<file path="src/rtl/apb_master_port.sv">
// APB initiator: one valid/ready command becomes one SETUP/ACCESS transfer, answered on a held response channel.
// Optional ACCESS watchdog is compiled in with `define APB_MASTER_TIMEOUT_EN.
module apb_master_port #(
  parameter int ADDR_WIDTH     = 5,
  parameter int DATA_WIDTH     = 32,
  parameter int TIMEOUT_CYCLES = 16
) (
  input  logic                  PCLK,
  input  logic                  PRESETn,
  input  logic                  cmd_valid,
  output logic                  cmd_ready,
  input  logic                  cmd_write,
  input  logic [ADDR_WIDTH-1:0] cmd_addr,
  input  logic [DATA_WIDTH-1:0] cmd_wdata,
  output logic                  rsp_valid,
  input  logic                  rsp_ready,
  output logic [DATA_WIDTH-1:0] rsp_rdata,
  output logic                  rsp_error,
  output logic                  PSEL,
  output logic                  PENABLE,
  output logic                  PWRITE,
  output logic [ADDR_WIDTH-1:0] PADDR,
  output logic [DATA_WIDTH-1:0] PWDATA,
  input  logic [DATA_WIDTH-1:0] PRDATA,
  input  logic                  PREADY
);

  typedef enum logic [1:0] {
    S_IDLE,
    S_SETUP,
    S_ACCESS,
    S_RESP
  } state_e;

  state_e                  state_q;
  logic                    cmd_ready_q;
  logic                    rsp_valid_q;
  logic [DATA_WIDTH-1:0]   rsp_rdata_q;
  logic                    rsp_error_q;
  logic                    psel_q;
  logic                    penable_q;
  logic                    pwrite_q;
  logic [ADDR_WIDTH-1:0]   paddr_q;
  logic [DATA_WIDTH-1:0]   pwdata_q;
  logic                    timeout_hit;

`ifdef APB_MASTER_TIMEOUT_EN
  localparam logic [7:0] TimeoutLast = 8'(TIMEOUT_CYCLES - 1);

  logic [7:0] wait_cnt_q;

  // Abort on the edge that closes the TIMEOUT_CYCLES-th wait cycle; PREADY=1 in that cycle still completes.
  assign timeout_hit = (state_q == S_ACCESS) && !PREADY && (wait_cnt_q == TimeoutLast);

  always_ff @(posedge PCLK or negedge PRESETn) begin
    if (!PRESETn) begin
      wait_cnt_q <= '0;
    end else if (state_q == S_SETUP) begin
      wait_cnt_q <= '0;
    end else if (state_q == S_ACCESS && !PREADY && wait_cnt_q != 8'hFF) begin
      wait_cnt_q <= wait_cnt_q + 8'd1;
    end
  end
`else
  assign timeout_hit = 1'b0;
`endif

  // NOTE: all state is updated with non-blocking assignments so every register samples pre-edge values.
  always_ff @(posedge PCLK or negedge PRESETn) begin
    if (!PRESETn) begin
      state_q     <= S_IDLE;
      cmd_ready_q <= 1'b1;
      rsp_valid_q <= 1'b0;
      rsp_rdata_q <= '0;
      rsp_error_q <= 1'b0;
      psel_q      <= 1'b0;
      penable_q   <= 1'b0;
      pwrite_q    <= 1'b0;
      paddr_q     <= '0;
      pwdata_q    <= '0;
    end else begin
      case (state_q)
        S_IDLE: begin
          if (cmd_valid && cmd_ready_q) begin
            pwrite_q    <= cmd_write;
            paddr_q     <= cmd_addr;
            pwdata_q    <= cmd_wdata;
            psel_q      <= 1'b1;
            cmd_ready_q <= 1'b0;
            state_q     <= S_SETUP;
          end
        end
        S_SETUP: begin
          penable_q <= 1'b1;
          state_q   <= S_ACCESS;
        end
        S_ACCESS: begin
          if (PREADY) begin
            psel_q      <= 1'b0;
            penable_q   <= 1'b0;
            rsp_valid_q <= 1'b1;
            rsp_rdata_q <= pwrite_q ? '0 : PRDATA;
            rsp_error_q <= 1'b0;
            state_q     <= S_RESP;
          end else if (timeout_hit) begin
            psel_q      <= 1'b0;
            penable_q   <= 1'b0;
            rsp_valid_q <= 1'b1;
            rsp_rdata_q <= '0;
            rsp_error_q <= 1'b1;
            state_q     <= S_RESP;
          end
        end
        S_RESP: begin
          if (rsp_ready) begin
            rsp_valid_q <= 1'b0;
            cmd_ready_q <= 1'b1;
            state_q     <= S_IDLE;
          end
        end
        default: state_q <= S_IDLE;
      endcase
    end
  end

  assign cmd_ready = cmd_ready_q;
  assign rsp_valid = rsp_valid_q;
  assign rsp_rdata = rsp_rdata_q;
  assign rsp_error = rsp_error_q;
  assign PSEL      = psel_q;
  assign PENABLE   = penable_q;
  assign PWRITE    = pwrite_q;
  assign PADDR     = paddr_q;
  assign PWDATA    = pwdata_q;

endmodule

</file>
<file path="config.mk">
export PLATFORM = sky130hd
export DESIGN_NAME = apb_master_port
export DESIGN_NICKNAME = d
export VERILOG_FILES = /design/src/rtl/apb_master_port.sv
export SDC_FILE = /design/constraint.sdc
export NUM_CORES = 1
export LEC_CHECK = 0
export ABC_CLOCK_PERIOD_IN_PS = 3600
export CAP_MARGIN = 25
export CORE_UTILIZATION = 44
export CTS_CLUSTER_SIZE = 16
export DETAILED_ROUTE_END_ITERATION = 7
export GPL_TIMING_DRIVEN = 0
export PLACE_DENSITY = 0.85
export SYNTH_ARGS = -nofsm -noshare
export SYNTH_HDL_FRONTEND = slang
export SYNTH_SLANG_ARGS = --single-unit
</file>
<file path="constraint.sdc">
create_clock -name PCLK -period 3.6 [get_ports PCLK]
set_input_delay 0.72 -clock PCLK [delete_from_list [all_inputs] [get_ports PCLK]]
set_output_delay 0.72 -clock PCLK [all_outputs]
set_load 0.005 [all_outputs]
</file>
==> metrics <==
routability cong.=between 0.7 and 0.8; antenna violations before repair=0; GRT Total Usage=0.1947; die height=~87 µm; commonest non-fill, non-tap cell in the layout=clkdlybuf4s50_1; postcts setup bufs=0; Total Power=approximately 3800 µW; Critical Path End Type=output pin; final setup vio count=0; setup total negative slack=0 ps; power share of the clock group=0.145; Num Clock Sinks=76; final std cells w/o fill=about 520; Max Root-Sink Buffers=2; final WL=7167 µm; worst skew pair latency=between 300 and 400 ps; syn_nets=340; share of post-route cells with drive strength above 1=0.1588; hpwl dp=5374 µm; Fillers=a little over 500; Crit Path Max Fanout=5; Syn Area/Cell=approximately 12 µm²; io pins=150; Logic pwr share=0.460; drt pass-1 iters=4; gr ovfl total=0; crit path launch type=flop; TritonCTS clock tree=done; Core Area=roughly 0.0069 mm²; Post-Syn Instances=258; number of synthesized register bits=76; Tightest Hold Check Type=in2async; Flop pwr share=0.395; highest-count cells in the layout ignoring fill and taps=147 x clkdlybuf4s50_1, 75 x dfrtp_1, 39 x mux2_2; RSZ-0062 raised after global routing=false; Worst Setup Path Type=reg2out; CP max stage cell=dfstp_2; Buf/Inv on CP=1; Power Density=about 760 mW/mm²; largest net degree at the start of global routing=47; CP peak stage delay=roughly 570 ps; Starting Density=0.4592; remaining antenna violation count=0; status=finished, final reports clean; Post-Syn Area=roughly 0.0032 mm²; DRC Markers=0; final hold viol count=0; Crit path required time=between 2000 and 3000 ps; CTS H-tree lvls=3; crit share post-route=0.5919; critical path, cell by cell=clkdlybuf4s50_1; Simple-Gate Fraction of Synth Area=0.1178; number of buffers created by CTS=9; Period minus WS final=2131 ps; compound-cell area share of the yosys netlist=0.06069; Root Driver=clkbuf_8; Inserted Diodes=0; internal power=around 2600 µW; vias=around 2.4k; routed len/inst=13.84 µm; vias in the first global route=between 2k and 2.5k; hold bufs inserted after CTS=0; CTS clk-pin slew, worst paths=around 80 ps; placed cells=503; Max VDD drop=approximately 0.35 mV; Slew Viols, Final=0; FMAX=between 400 and 500 MHz; MaxCap Viol Count=0; static leakage=around 0.0022 µW; vias per cell=around 4.7; post-synth cell types=22; mux share of post-synthesis cell area=0.1567; Post-Synth XOR/XNOR Area=0; chip width=between 80 and 90 µm; Die ar.=~0.0075 mm²; Yosys Warn Count=0; CP top delay family=flip-flops; switching share of power=0.2977; Row Count=30; Area growth syn-to-layout=56.53%; Layout Skew=5.633 ps; Net Switching=between 1000 and 1500 µW; DRT iter0 DRCs=75; sequential fraction of the synthesis area=0.6033; Port Buf Inserts=148; global-route wire length before repair=roughly 11,000 µm; largest family of logic cells by synthesized area=multiplexers; CP Data Arrival Time=between 1000 and 1500 ps; layout net count=500; # resized after CTS=0; Adder-Cell Fraction of Synth Area=0.02777
-- synth_stat cells, drive strengths merged --
cell type | number | share of area
dfrtp | 75 | 0.60
a21boi | 1 | 0.0024
o21ai | 35 | 0.056
a22o | 1 | 0.0028
dfstp | 1 | 0.0083
clkbuf | 7 | 0.0083
nand2b | 32 | 0.063
nand2 | 35 | 0.042
conb | 1 | 0.0012
nand3 | 1 | 0.0016
inv | 4 | 0.0048
buf | 8 | 0.019
nor3 | 2 | 0.0048
nor2 | 2 | 0.0024
mux2i | 4 | 0.013
mux2 | 40 | 0.14
nor2b | 2 | 0.0040
ha | 7 | 0.028
-- metal layers --
metal / global-route usage / vias to the layer above / share of wire
li1: - / 1175 / -
met1: 0.2272 / 1168 / 0.41
met2: 0.3348 / 86 / 0.50
met3: 0.05714 / 18 / 0.058
met4: 0.08333 / 0 / 0.027
met5: 0 / - / 0
-- through the flow --
step           hold slack, ps  setup slack (ps)  utilization  cell area, µm²
5_1_grt                 326.5              1406       0.7188            4937
4_1_cts                 316.3              1456       0.7188            4937
2_1_floorplan           424.4              2043            -            3154
3_3_place_gp            461.0            -769.5       0.6924            4756
6_report                311.8              1469       0.7188            4937
3_5_place_dp            471.7              1432       0.6960            4781
-- logic make-up after synthesis --
kind of cell | Yosys count
DFF | 76
and+or+nand+nor | 74
muxes | 44
AOI/OAI and AO/OA | 37
buffers and inverters | 19
adders and majority gates | 7
other | 1
-- path summary, 6_finish.rpt --
kind	endpoint	from	cells past startpoint	slack (ps)
worst max register to register	rsp_rdata[2]$_DFFE_PN0P_	state_q[0]$_DFFE_PN0P_	7	1860
worst max-delay path	cmd_ready	cmd_ready$_DFFE_PN1P_	1	1470
worst min-delay path	PWDATA[15]$_DFFE_PN0P_	PRESETn	1	310
max in group asynchronous	PWDATA[2]$_DFFE_PN0P_	PRESETn	2	2720
min in group PCLK	rsp_rdata[27]$_DFFE_PN0P_	rsp_rdata[27]$_DFFE_PN0P_	2	480
worst min register to register	rsp_rdata[27]$_DFFE_PN0P_	rsp_rdata[27]$_DFFE_PN0P_	2	480
-- registers in the layout, summed over array words and instances (netlist names) --
signal / cells
PADDR: 5
PENABLE: 1
PSEL: 1
PWDATA: 32
PWRITE: 1
cmd_ready: 1
rsp_rdata: 32
rsp_valid: 1
state_q: 2
-- final cells by class --
class,instances,area [µm²],area share
flip-flops and latches,76,1903,0.3855
repair buffers,149,1506,0.3051
multi-input cells,163,1149,0.2326
clock buffers,9,123.9,0.02509
well taps,96,120.1,0.02433
plain buffers,15,87.58,0.01774
clock inverters,6,32.53,0.006589
inverters,4,15.01,0.003041
-- power groups by stage --
stage	registers, µW	clock network [µW]	logic, µW
after CTS	1490	559	1750
after global routing	1530	600	1880
after detailed placement	1500	0	1750
final	1490	543	1730
after floorplan	1520	0	666
after global placement	1480	0	1700
Power figures use the tool's default switching activity.
==> variant (same settings) <==
Add a define of `APB_MASTER_TIMEOUT_EN`.
--- a/src/rtl/apb_master_port.sv
+++ b/src/rtl/apb_master_port.sv
@@ -2,2 +2,4 @@
 // Optional ACCESS watchdog is compiled in with `define APB_MASTER_TIMEOUT_EN.
+`define APB_MASTER_TIMEOUT_EN
+
 module apb_master_port #(
Function: same outputs for any inputs over 10 cycles, from zero or initial values and one cycle with PRESETn low; that may be too few to reach the edited logic, so the function may still have changed.
==> variant against the unedited design <==
- global-route usage is 1.4 points higher
- largest cell class unchanged
- power up 8.4%
- sequential power is 8% higher
- maximum frequency is 1.7% lower
- synthesized area is 8.1% higher
- sequential cell count increased by 9
- design area up 7.0%
- setup slack got worse by 0.036 ns
- routed wire length up 12%
==> variant: results (changes against the unedited design) <==
- First-pass GRT wire length: 13.5 mm (was 11.2 mm)
- GRT Util Overall: 20.9% (was 19.5%)
- VDD IR-drop max: 397 µV (was 346 µV)
- Clk_lat worst skew: 0.35 ns
- Via-to-Cell Ratio: 5.12 (was 4.72)
- Syn Nets: 323 (was 340)
- Leak: 2.30 nW (was 2.17 nW)
- Synth cell count leaders: dfrtp_1 (84), mux2_1 (39), a22o_1 (32) (was dfrtp_1 (75), mux2_2 (39), nand2_1 (35), o21ai_0 (35), nand2b_1 (32))
- Sequential area share after synthesis: 62.4% (was 60.3%)
- I/O Buffers: 149 (was 148)
- Nets: 484 (was 500)
- Number of fill cells: 521 (was 505)
- Main flop type after synthesis: dfrtp_1 (unchanged)
- Vias in the first global route: 2751 (was 2469)
- Critical R2R Launch: state_q[0] (unchanged)
- Critical Path AT: 1.45 ns (was 1.41 ns)
- Post-DP HPWL: 5.97 mm (was 5.37 mm)
- 1st-iter DRT viols: 90 (was 75)
- Area post-placement: 5050 µm² (was 4780 µm²)
- Syn Area/Cell: 14.0 µm² (was 12.2 µm²)
- CTS H-tree depth: 3 (unchanged)
- Status: finished clean (unchanged)
- Clock Skews: 0.0140 ns (was 0.00563 ns)
- Slowest Stage Delay on Critical Path: 0.57 ns (about the same)
- RD Place Congestion: 0.817 (was 0.778)
- DR WL/cell: 15.8 µm (was 13.8 µm)
- Largest net degree at the start of global routing: 76 (was 47)
- Post-Place Setup Slack: 1.20 ns (was 1.43 ns)
- Final wirelength: 8.04 mm (was 7.17 mm)
- Netlist cell types: 40 (was 22)
- Cell count after placement: 492 (was 503)
- Share of layout cells above drive strength 1: 8.80% (was 15.9%)
- Top cells by area, synth: dfrtp_1 (62%), mux2_1 (13%), a22o_1 (8.2%) (was dfrtp_1 (60%), mux2_2 (14%), nand2b_1 (6.3%))
[variant: cell count changes in the layout (fill, tap and decap cells not counted), sizes merged, moves of 8 or more]
cell	change
o21ai	-32
nor2	+8
a22o	+31
dfrtp	+9
nand2b	-31
nand2	-27
[variant: layout make-up]
type                    instances  area (µm²)  area share [%]
flip-flops and latches         85        2130            40.3
inverters                       6        22.5           0.426
clock inverters                 6        92.6            1.75
multi-input cells             139        1180            22.3
clock buffers                  10         138            2.61
repair buffers                150        1520            28.7
well taps                      99         124            2.35
plain buffers                  13        80.1            1.52
[variant: power breakdown]
group / total (mW) / internal [mW] / switching, mW
Clock: 0.761 / 0.415 / 0.346
Combinational: 1.70 / 1.12 / 0.583
Sequential: 1.61 / 1.38 / 0.238
[variant: through the flow]
stage               TNS (ns)  utilization (%)  hold WS (ns)
floorplan                  0                -         0.424
global placement      -93.65             68.2         0.472
detailed placement         0             68.5         0.481
CTS                        0             71.7         0.197
global route               0             71.7         0.198
finish                     0             71.7         0.205
[variant: cells by family after synthesis]
group                    synth area share (%)
XOR/XNOR                                0.257
adder cells (fa/ha/maj)                  1.83
AO/OA/AOI/OAI                            12.9
buffers and inverters                    3.01
multiplexers                             13.5
AND/OR/NAND/NOR                          6.09
flip-flops                               62.4
[variant: worst paths after layout]
check,end,slack [ns],cells past startpoint
min in group PCLK,PWDATA[16],0.49,1
worst max register to register,PWDATA[25],1.66,6
worst max-delay path,cmd_ready,1.43,1
max in group asynchronous,wait_cnt_q[5],2.80,2
worst min register to register,PWDATA[16],0.49,1
worst min-delay path,PWDATA[13],0.20,1
[variant: routing by layer]
| metal | track usage, % | share of wire, % | vias to the layer above |
|---|---|---|---|
| met1 | 25.7 | 42 | 1271 |
| met5 | 0 | 0 | - |
| met2 | 37.2 | 51 | 110 |
| li1 | - | - | 1209 |
| met4 | 6.18 | 1.4 | 0 |
| met3 | 4.15 | 5.6 | 10 |
